**src/rtl/series_pkg.sv**
```systemverilog
// Shared constants and arithmetic helpers for the series-evaluation datapath.
//   FRAC / ONE : default fixed-point format (Q2.14) and its unit value
//   coef(i)    : series coefficient 1/(i+1) in fixed point, floored
//   sat(v, w)  : clamp a wide signed value into the signed w-bit range
package series_pkg;

  localparam int unsigned FRAC = 14;
  localparam int unsigned ONE  = 32'd1 << FRAC;

  // 1/(i+1) scaled by 2^frac; integer division floors for these positive operands
  function automatic int coef(input int unsigned i, input int unsigned frac);
    return int'((32'd1 << frac) / (i + 32'd1));
  endfunction

  // Saturating clamp; callers truncate the 64-bit result to w bits afterwards
  function automatic logic signed [63:0] sat(input logic signed [63:0] v,
                                             input int unsigned w);
    logic signed [63:0] hi;
    logic signed [63:0] lo;
    hi = (64'sd1 <<< (w - 32'd1)) - 64'sd1;
    lo = -(64'sd1 <<< (w - 32'd1));
    if (v > hi) begin
      return hi;
    end else if (v < lo) begin
      return lo;
    end
    return v;
  endfunction

endpackage

```
**src/rtl/term_counter.sv**
```systemverilog
// Term index counter for the series controller interface.
//   clk, rst : clock, async active-low reset
//   z_c      : clear counter (wins over en_c)
//   en_c     : advance counter, wrapping after N_TERMS-1
//   c        : current term index
//   co       : c is on the last term (combinational from c)
module term_counter #(
  parameter  int unsigned N_TERMS = 8,
  localparam int unsigned CW      = $clog2(N_TERMS)
) (
  input  logic          clk,
  input  logic          rst,
  input  logic          z_c,
  input  logic          en_c,
  output logic [CW-1:0] c,
  output logic          co
);

  localparam logic [CW-1:0] LAST = CW'(N_TERMS - 1);

  // Explicit wrap at LAST so non-power-of-two term counts also cycle correctly
  always_ff @(posedge clk or negedge rst) begin
    if (!rst) begin
      c <= '0;
    end else if (z_c) begin
      c <= '0;
    end else if (en_c) begin
      c <= (c == LAST) ? '0 : c + CW'(1);
    end
  end

  assign co = (c == LAST);

endmodule

```
**src/rtl/series_datapath.sv**
```systemverilog
// Fixed-point datapath for series evaluation driven by an external controller.
// Holds operand x, x^2, current term t, accumulator r and term index c.
//   clk, rst     : clock, async active-low reset
//   x_in, ld_x   : operand load (x and its saturated square)
//   init_t, ld_t : term set to ONE / advance t <= t * op * 1/(c+1)
//   init_r, ld_r : accumulator clear / r <= r +/- t
//   z_c, en_c    : term counter clear / increment
//   s_mux        : multiplier operand, 0 = x, 1 = x^2
//   s_signop     : accumulate direction, 0 = add, 1 = subtract
//   co           : counter at last term (combinational)
//   flag         : t is zero (combinational)
//   result       : accumulator r
module series_datapath #(
  parameter int unsigned WIDTH   = 16,
  parameter int unsigned FRAC    = 14,
  parameter int unsigned N_TERMS = 8
) (
  input  logic                    clk,
  input  logic                    rst,
  input  logic signed [WIDTH-1:0] x_in,
  input  logic                    ld_x,
  input  logic                    init_t,
  input  logic                    ld_t,
  input  logic                    init_r,
  input  logic                    ld_r,
  input  logic                    z_c,
  input  logic                    en_c,
  input  logic                    s_mux,
  input  logic                    s_signop,
  output logic                    co,
  output logic                    flag,
  output logic signed [WIDTH-1:0] result
);

  import series_pkg::*;

  localparam int unsigned CW = $clog2(N_TERMS);
  localparam int unsigned PW = 2 * WIDTH + 2;
  localparam int unsigned AW = WIDTH + 1;
  localparam logic signed [WIDTH-1:0] T_ONE = WIDTH'(32'd1 << FRAC);

  logic signed [WIDTH-1:0] x;
  logic signed [WIDTH-1:0] xsq;
  logic signed [WIDTH-1:0] t;
  logic signed [WIDTH-1:0] r;
  logic        [CW-1:0]    c;

  logic signed [PW-1:0]    xin_e;
  logic signed [PW-1:0]    sq_full;
  logic signed [PW-1:0]    t_e;
  logic signed [PW-1:0]    op_e;
  logic signed [PW-1:0]    p_full;
  logic signed [PW-1:0]    p_e;
  logic signed [PW-1:0]    coef_e;
  logic signed [PW-1:0]    tn_full;
  logic signed [WIDTH-1:0] op;
  logic signed [WIDTH-1:0] xsq_n;
  logic signed [WIDTH-1:0] p;
  logic signed [WIDTH-1:0] t_n;
  logic signed [AW-1:0]    acc;
  logic signed [WIDTH-1:0] r_n;

  term_counter #(.N_TERMS(N_TERMS)) u_cnt (
    .clk  (clk),
    .rst  (rst),
    .z_c  (z_c),
    .en_c (en_c),
    .c    (c),
    .co   (co)
  );

  // Next-value arithmetic; products sized so they never overflow before the shift
  always_comb begin
    xin_e   = PW'(x_in);
    sq_full = (xin_e * xin_e) >>> FRAC;
    xsq_n   = WIDTH'(sat(64'(sq_full), WIDTH));

    op      = s_mux ? xsq : x;
    t_e     = PW'(t);
    op_e    = PW'(op);
    p_full  = (t_e * op_e) >>> FRAC;
    p       = WIDTH'(sat(64'(p_full), WIDTH));

    // Coefficient indexed by c before any same-edge counter update
    p_e     = PW'(p);
    coef_e  = PW'(coef(32'(c), FRAC));
    tn_full = (p_e * coef_e) >>> FRAC;
    t_n     = WIDTH'(sat(64'(tn_full), WIDTH));

    acc     = s_signop ? (AW'(r) - AW'(t)) : (AW'(r) + AW'(t));
    r_n     = WIDTH'(sat(64'(acc), WIDTH));
  end

  // Data registers; the init commands take priority over their load counterparts
  always_ff @(posedge clk or negedge rst) begin
    if (!rst) begin
      x   <= '0;
      xsq <= '0;
      t   <= '0;
      r   <= '0;
    end else begin
      if (ld_x) begin
        x   <= x_in;
        xsq <= xsq_n;
      end
      if (init_t) begin
        t <= T_ONE;
      end else if (ld_t) begin
        t <= t_n;
      end
      if (init_r) begin
        r <= '0;
      end else if (ld_r) begin
        r <= r_n;
      end
    end
  end

  assign flag   = (t == '0);
  assign result = r;

endmodule

```
**config.mk**
```make
export PLATFORM = sky130hd
export DESIGN_NAME = series_datapath
export DESIGN_NICKNAME = d
export VERILOG_FILES = /design/src/rtl/series_pkg.sv /design/src/rtl/term_counter.sv /design/src/rtl/series_datapath.sv
export SDC_FILE = /design/constraint.sdc
export NUM_CORES = 2
export LEC_CHECK = 0
export ABC_AREA = 1
export CAP_MARGIN = 10
export CORE_UTILIZATION = 53
export DETAILED_ROUTE_END_ITERATION = 8
export GPL_TIMING_DRIVEN = 0
export PLACE_DENSITY_LB_ADDON = 0.12
export REMOVE_ABC_BUFFERS = 1
export SETUP_SLACK_MARGIN = 0.4
export SLEW_MARGIN = 15
export SYNTH_ARGS = -nofsm -noshare
export SYNTH_HDL_FRONTEND = slang
export SYNTH_SLANG_ARGS = --single-unit
```
**constraint.sdc**
```tcl
create_clock -name clk -period 63.2 [get_ports clk]
set_input_delay 18.96 -clock clk [delete_from_list [all_inputs] [get_ports clk]]
set_output_delay 18.96 -clock clk [all_outputs]
set_load 0.05 [all_outputs]
```
* Word-level counts from Yosys, hierarchy flattened
Index checks and enable logic that the tools add are counted.
** Word-level totals
- Register bits :: 67
- Input port bits :: 27
** Cells by class
- Mux-type cells :: 29
- Add/sub/neg operators :: 4
- Reduce and logical (&&, ||, !) cells :: 4
- Order comparisons :: 8
- Multiply operators :: 3
- Div/mod/pow operators :: 1
- Eq/ne operators :: 1
** Operators with widths (count)
- 16-bit two-way mux :: 17
- 16-bit by 16-bit multiplier with 32-bit output :: 2
- 18-bit by 16-bit > comparator with 1-bit output (second input constant) :: 2
- 18-bit by 16-bit less-than comparator with 1-bit output (second input constant) :: 2
- 16-bit by 32-bit multiplier with 34-bit output :: 1
- 15-bit by 32-bit divider with 32-bit output (first input constant) :: 1
- 20-bit by 16-bit > comparator with 1-bit output (second input constant) :: 1
- 20-bit by 16-bit less-than comparator with 1-bit output (second input constant) :: 1
- 16-bit by 16-bit adder with 17-bit output :: 1
- 17-bit by 16-bit > comparator with 1-bit output (second input constant) :: 1
- 17-bit by 16-bit less-than comparator with 1-bit output (second input constant) :: 1
- 17-bit two-way mux :: 1
- 16-bit by 16-bit subtractor with 17-bit output :: 1
- 16-bit logical NOT :: 1
- 3-bit two-way mux :: 3
- 1-bit two-way mux :: 8
- 2-bit nonzero test :: 3
- 3-bit by 1-bit adder with 4-bit output (second input constant) :: 1
- 3-bit by 1-bit adder with 3-bit output (second input constant) :: 1
- 3-bit equality test (second input constant) :: 1

* Depth between registers and ports, before layout
- Word-level depth :: 13
- Mapped depth :: 390

* By module
A second synthesis with hierarchy kept.
** Second synthesis, totals
- Cells, all modules :: 9074
- Area, all modules :: 62157.1 um^2
** Modules (own cells, without submodules)
- series_datapath :: area each 62005.7 um^2, instances 1, cells an instance 9057
- term_counter :: area each 151.4 um^2, instances 1, cells an instance 17

* Worst setup path before layout
No wires, ideal clock.
- Path kind :: reg-to-reg
- Start point :: register u_cnt.c[0]
- End point :: register t[4]
- Slack :: 10.130 ns
- Period minus slack after synthesis :: 53.070 ns
- Cell stages (with the launch flop) :: 361
- Data arrival time :: 53.005 ns
- Buffers on the path :: 45
- Setup time :: 0.065 ns
- Cells stage by stage :: dfrtp_1 inv_2 clkbuf_8 clkbuf_8 clkbuf_8 clkbuf_8 clkbuf_8 clkbuf_8 clkbuf_8 ha_1 inv_1 nor2_1 nor2_2 inv_4 nor2_2 ha_1 nand2_1 nand2_2 [... 325 more ...] inv_1 fa_1 inv_1 ha_1 nand2_1 nor2_1 nor2_1 o21ai_0 a21oi_1 nand2_1 nand2_1 nand2_1 xor2_1 nand3_4 a21boi_4 buf_6 nand2_1 nand2_1
** Between the ends
- Longest elaborated chain between the ends :: 9
** Ends and longest elaborated chain
- start, declared :: line term_counter.sv:15 : output logic [CW-1:0] c,
- start signal, assigned :: line term_counter.sv:28 : c <= (c == LAST) ? '0 : c + CW'(1);
- 3-bit by 1-bit adder with 4-bit output (*) :: line series_pkg.sv:12 : return int'((32'd1 << frac) / (i + 32'd1));
- 15-bit by 32-bit divider with 32-bit output (*) :: line series_pkg.sv:12
- 16-bit by 32-bit multiplier with 34-bit output (*) :: line series_datapath.sv:87 : tn_full = (p_e * coef_e) >>> FRAC;
- 20-bit by 16-bit less-than comparator with 1-bit output :: line series_pkg.sv:24 : end else if (v < lo) begin
- 1-bit two-way mux :: line series_pkg.sv:24
- 1-bit two-way mux :: line series_pkg.sv:22 : if (v > hi) begin
- 16-bit two-way mux (*) :: line series_pkg.sv:27 : return v;
- 16-bit two-way mux (*) :: line series_datapath.sv:108 : end else if (ld_t) begin
- 16-bit two-way mux (*) :: line series_datapath.sv:106 : if (init_t) begin
- end signal, assigned :: line series_datapath.sv:109 : t <= t_n;
- end, declared :: line series_datapath.sv:44 : logic signed [WIDTH-1:0] t;
Mark *: on every way between the ends. The rest lies on a longest branch, timed or not. The select of a mux whose other input is x is not followed.
A chain may end at the register's enable or synchronous reset.

* Final worst setup path
- Start point :: register u_cnt.c[0]
- End point :: register t[7]
The elaborated chain is that of the path after synthesis.

==> summary.md <==
| Metric | Value |
|---|---|
| CP max stage cell | `dfrtp_4` |
| Critical path class | `register to register` |
| Crit Path Max Fanout | `37` |
| I/O pin total | `between 40 and 50` |
| Final setup fails | `0` |
| Final hold violations | `0` |
| Worst hold path class | `register to register` |
| CP Capture Type | `register` |
| Initial core utilization | `0.5351` |
| Final GP Congestion | `around 0.91` |
| DRT iter0 DRCs | `approximately 3900` |
| Vias in the first global route | `between 50000 and 60000` |
| Chip width | `approximately 340 um` |
| Vias | `roughly 54000` |
| Ys Warns | `0` |
| Max_cap viols | `0` |
| Total gr overflow | `0` |
| Largest net degree at the start of global routing | `58` |
| Clk_skew | `between 0.015 and 0.02 ns` |
| Slew Limit Headroom | `0.1651` |
| Total Nets Final | `approximately 9800` |
| CTS tree | `yes` |
| DR pass1 iterations | `6` |
| Main synth FF type | `dfrtp_1` |
| CP required | `~64 ns` |
| Die area | `between 0.1 and 0.15 mm2` |
| TritonCTS Sinks | `between 60 and 70` |
| CP dominant cell by count | `nand2_1` |
| Post-Route WL | `174000 um` |
| Clock buffer depth | `2` |
| Critical path's largest stage delay | `approximately 0.65 ns` |
| Share of cells above drive strength 1 | `0.1402` |
| Final Critical Period | `between 50 and 60 ns` |
| FF+latch count, synth | `67` |
| Residual DRC count | `0` |
| Gate Count Post-Synth | `roughly 8600` |
| First-pass GRT wire length | `279300 um` |
| Worst-path clk slew | `0.07 ns` |
| Core Region | `between 0.1 and 0.15 mm2` |
| ANT cells | `0` |
| Post-layout util | `0.5536` |
| Status | `finished, final reports clean` |
| Count of flip-flops with a built-in enable after synthesis | `0` |
| Synth unique cells | `between 80 and 90` |
| Hold-fix buffers at CTS | `0` |
| Worst Tran Pin Value | `between 1 and 1.5 ns` |
| H-tree depth | `3` |
| WP data arrival | `slightly below 60 ns` |
| RSZ-0062 raised after global routing | `no` |
| Fill count | `between 10000 and 15000` |
| Clk root buf | `clkbuf_16` |
| Startpoint Class | `register` |
| Dpl hpwl | `roughly 140000 um` |
| Post-synth ARST share | `1.000` |
| Seq/Total Area, Yosys | `0.02785` |
| Syn-to-layout area delta | `3.454%` |
| Antenna violations before repair | `1` |
| Cts bufs inserted | `9` |
| Clock insertion delay at the later pin of the skew report | `between 0.3 and 0.4 ns` |
| Final Max Slew Viols | `0` |
| Vias per inst | `around 5.3` |
| Post-synthesis cell area | `roughly 0.060 mm2` |
| FP Rows | `between 100 and 150` |
| Gr usage total | `0.3004` |
| Die Ht | `339.0 um` |
| Detail Route Antenna Nets | `0` |
| Avg Inst Size Synth | `between 6 and 7 um2` |
| Final Cycle Share | `0.9242` |
| Fmax | `between 15 and 20 MHz` |
| Wirelength per Cell | `between 15 and 20 um` |
| I/O Buffers | `44` |
==> per-stage QoR <==
step	hold slack (ns)	setup slack, ns	area, um2	setup TNS, ns	instances
2_1_floorplan	0.4439	6.811	58250	0	8397
3_3_place_gp	0.4581	-12.10	60570	-192.14	9941
3_5_place_dp	0.4984	-6.613	60780	-104.48	9949
4_1_cts	0.5133	0.4291	61420	0	9985
5_1_grt	0.5518	0.3769	62280	0	10081
6_report	0.5081	4.788	62280	0	10081
==> critical path, delay by kind of cell, from the launching register on <==
family	cells	cell delay [ns]
AOI/OAI and AO/OA	55	10.13
xor gates and xnor gates	1	0.25
adders and majority gates	37	13.74
buffers and inverters	59	6.99
DFF	1	0.65
and+or+nand+nor	178	26.28
==> final timing paths <==
kind | startpoint | to | slack (ns) | cells after the start
worst max-delay path | u_cnt.c[0]$_DFFE_PN0P_ | t[7]$_DFFE_PN0P_ | 4.79 | 330
min in group asynchronous | rst | result[15]$_DFFE_PN0P_ | 18.50 | 1
worst max register to register | u_cnt.c[0]$_DFFE_PN0P_ | t[7]$_DFFE_PN0P_ | 4.79 | 330
worst min register to register | x[0]$_DFFE_PN0P_ | x[0]$_DFFE_PN0P_ | 0.51 | 2
worst min-delay path | x[0]$_DFFE_PN0P_ | x[0]$_DFFE_PN0P_ | 0.51 | 2
max in group asynchronous | rst | u_cnt.c[0]$_DFFE_PN0P_ | 44.12 | 2
==> kinds of logic after synthesis <==
family / share of synthesized area
xor+xnor: 0.03402
flops: 0.02785
simple gates: 0.3770
fa+ha+maj: 0.3486
compound gates: 0.05317
buf+inv: 0.1594
==> area by class of cell <==
type | instances | area (um2) | area share
clock buffers | 9 | 225.2 | 0.003616
multi-input cells | 6361 | 49410 | 0.7935
flip-flops and latches | 67 | 1682 | 0.02700
well taps | 1500 | 1877 | 0.03014
inverters | 1992 | 7689 | 0.1235
repair buffers | 146 | 1325 | 0.02128
clock inverters | 6 | 65.06 | 0.001045
==> state kept, by name (all words and copies together), names as in the netlist <==
name / cells
result: 16
t: 16
x: 16
xsq: 16
u_cnt.c: 3
==> synthesized netlist by cell type, drive strengths merged, types with 9 or more instances <==
library cell | n | area share
xor2 | 134 | 0.019
buf | 77 | 0.016
nand3b | 42 | 0.0056
a21oi | 196 | 0.017
clkbuf | 150 | 0.015
clkinv | 42 | 0.0029
nand4 | 219 | 0.026
nor2 | 956 | 0.078
nor3 | 43 | 0.0044
a22oi | 15 | 0.0019
or2 | 25 | 0.0026
inv | 1940 | 0.12
o21bai | 25 | 0.0032
o22ai | 17 | 0.0018
ha | 346 | 0.072
nand3 | 666 | 0.080
nand2 | 2410 | 0.18
nor4 | 11 | 0.0011
o21ai | 238 | 0.022
xnor2 | 99 | 0.015
fa | 832 | 0.28
dfrtp | 67 | 0.028
a31oi | 9 | 0.00094
==> layout by cell type (no fill, tap or decap), types with 37 or more instances in the layout <==
cell type and instances:
nand2_1 2025, inv_1 1851, fa_1 832, nor2_1 724, nand3_1 463, ha_1 343
nand2_2 259, nand4_1 188, a21oi_1 179, nand3_2 152, o21ai_0 144, nor2_2 141
xor2_1 134, nand2_4 116, xnor2_1 98, buf_4 94, nor2_4 83, inv_2 69
dfrtp_1 65, nand3_4 64, o21ai_1 57, clkdlybuf4s50_1 43, nand3b_1 38, clkinv_1 37
==> what timing repair did <==
| item | in CTS | in global routing |
|---|---|---|
| setup endpoints to repair | 16 | 16 |
| setup buffers | 6 | 88 |
| gates cloned | 15 | 8 |
| pin swaps | 11 | 30 |
| gates resized for setup | 34 | 28 |
==> metal layers <==
metal | share of wire | vias up | track usage
li1 | - | 26060 | -
met1 | 0.44 | 25995 | 0.4172
met2 | 0.47 | 1566 | 0.5026
met3 | 0.061 | 279 | 0.02782
met4 | 0.026 | 0 | 0.07278
met5 | 0 | - | 0
Power is not shown: default switching activity piles up to over one toggle a cycle in this logic, so the estimate is an artifact.
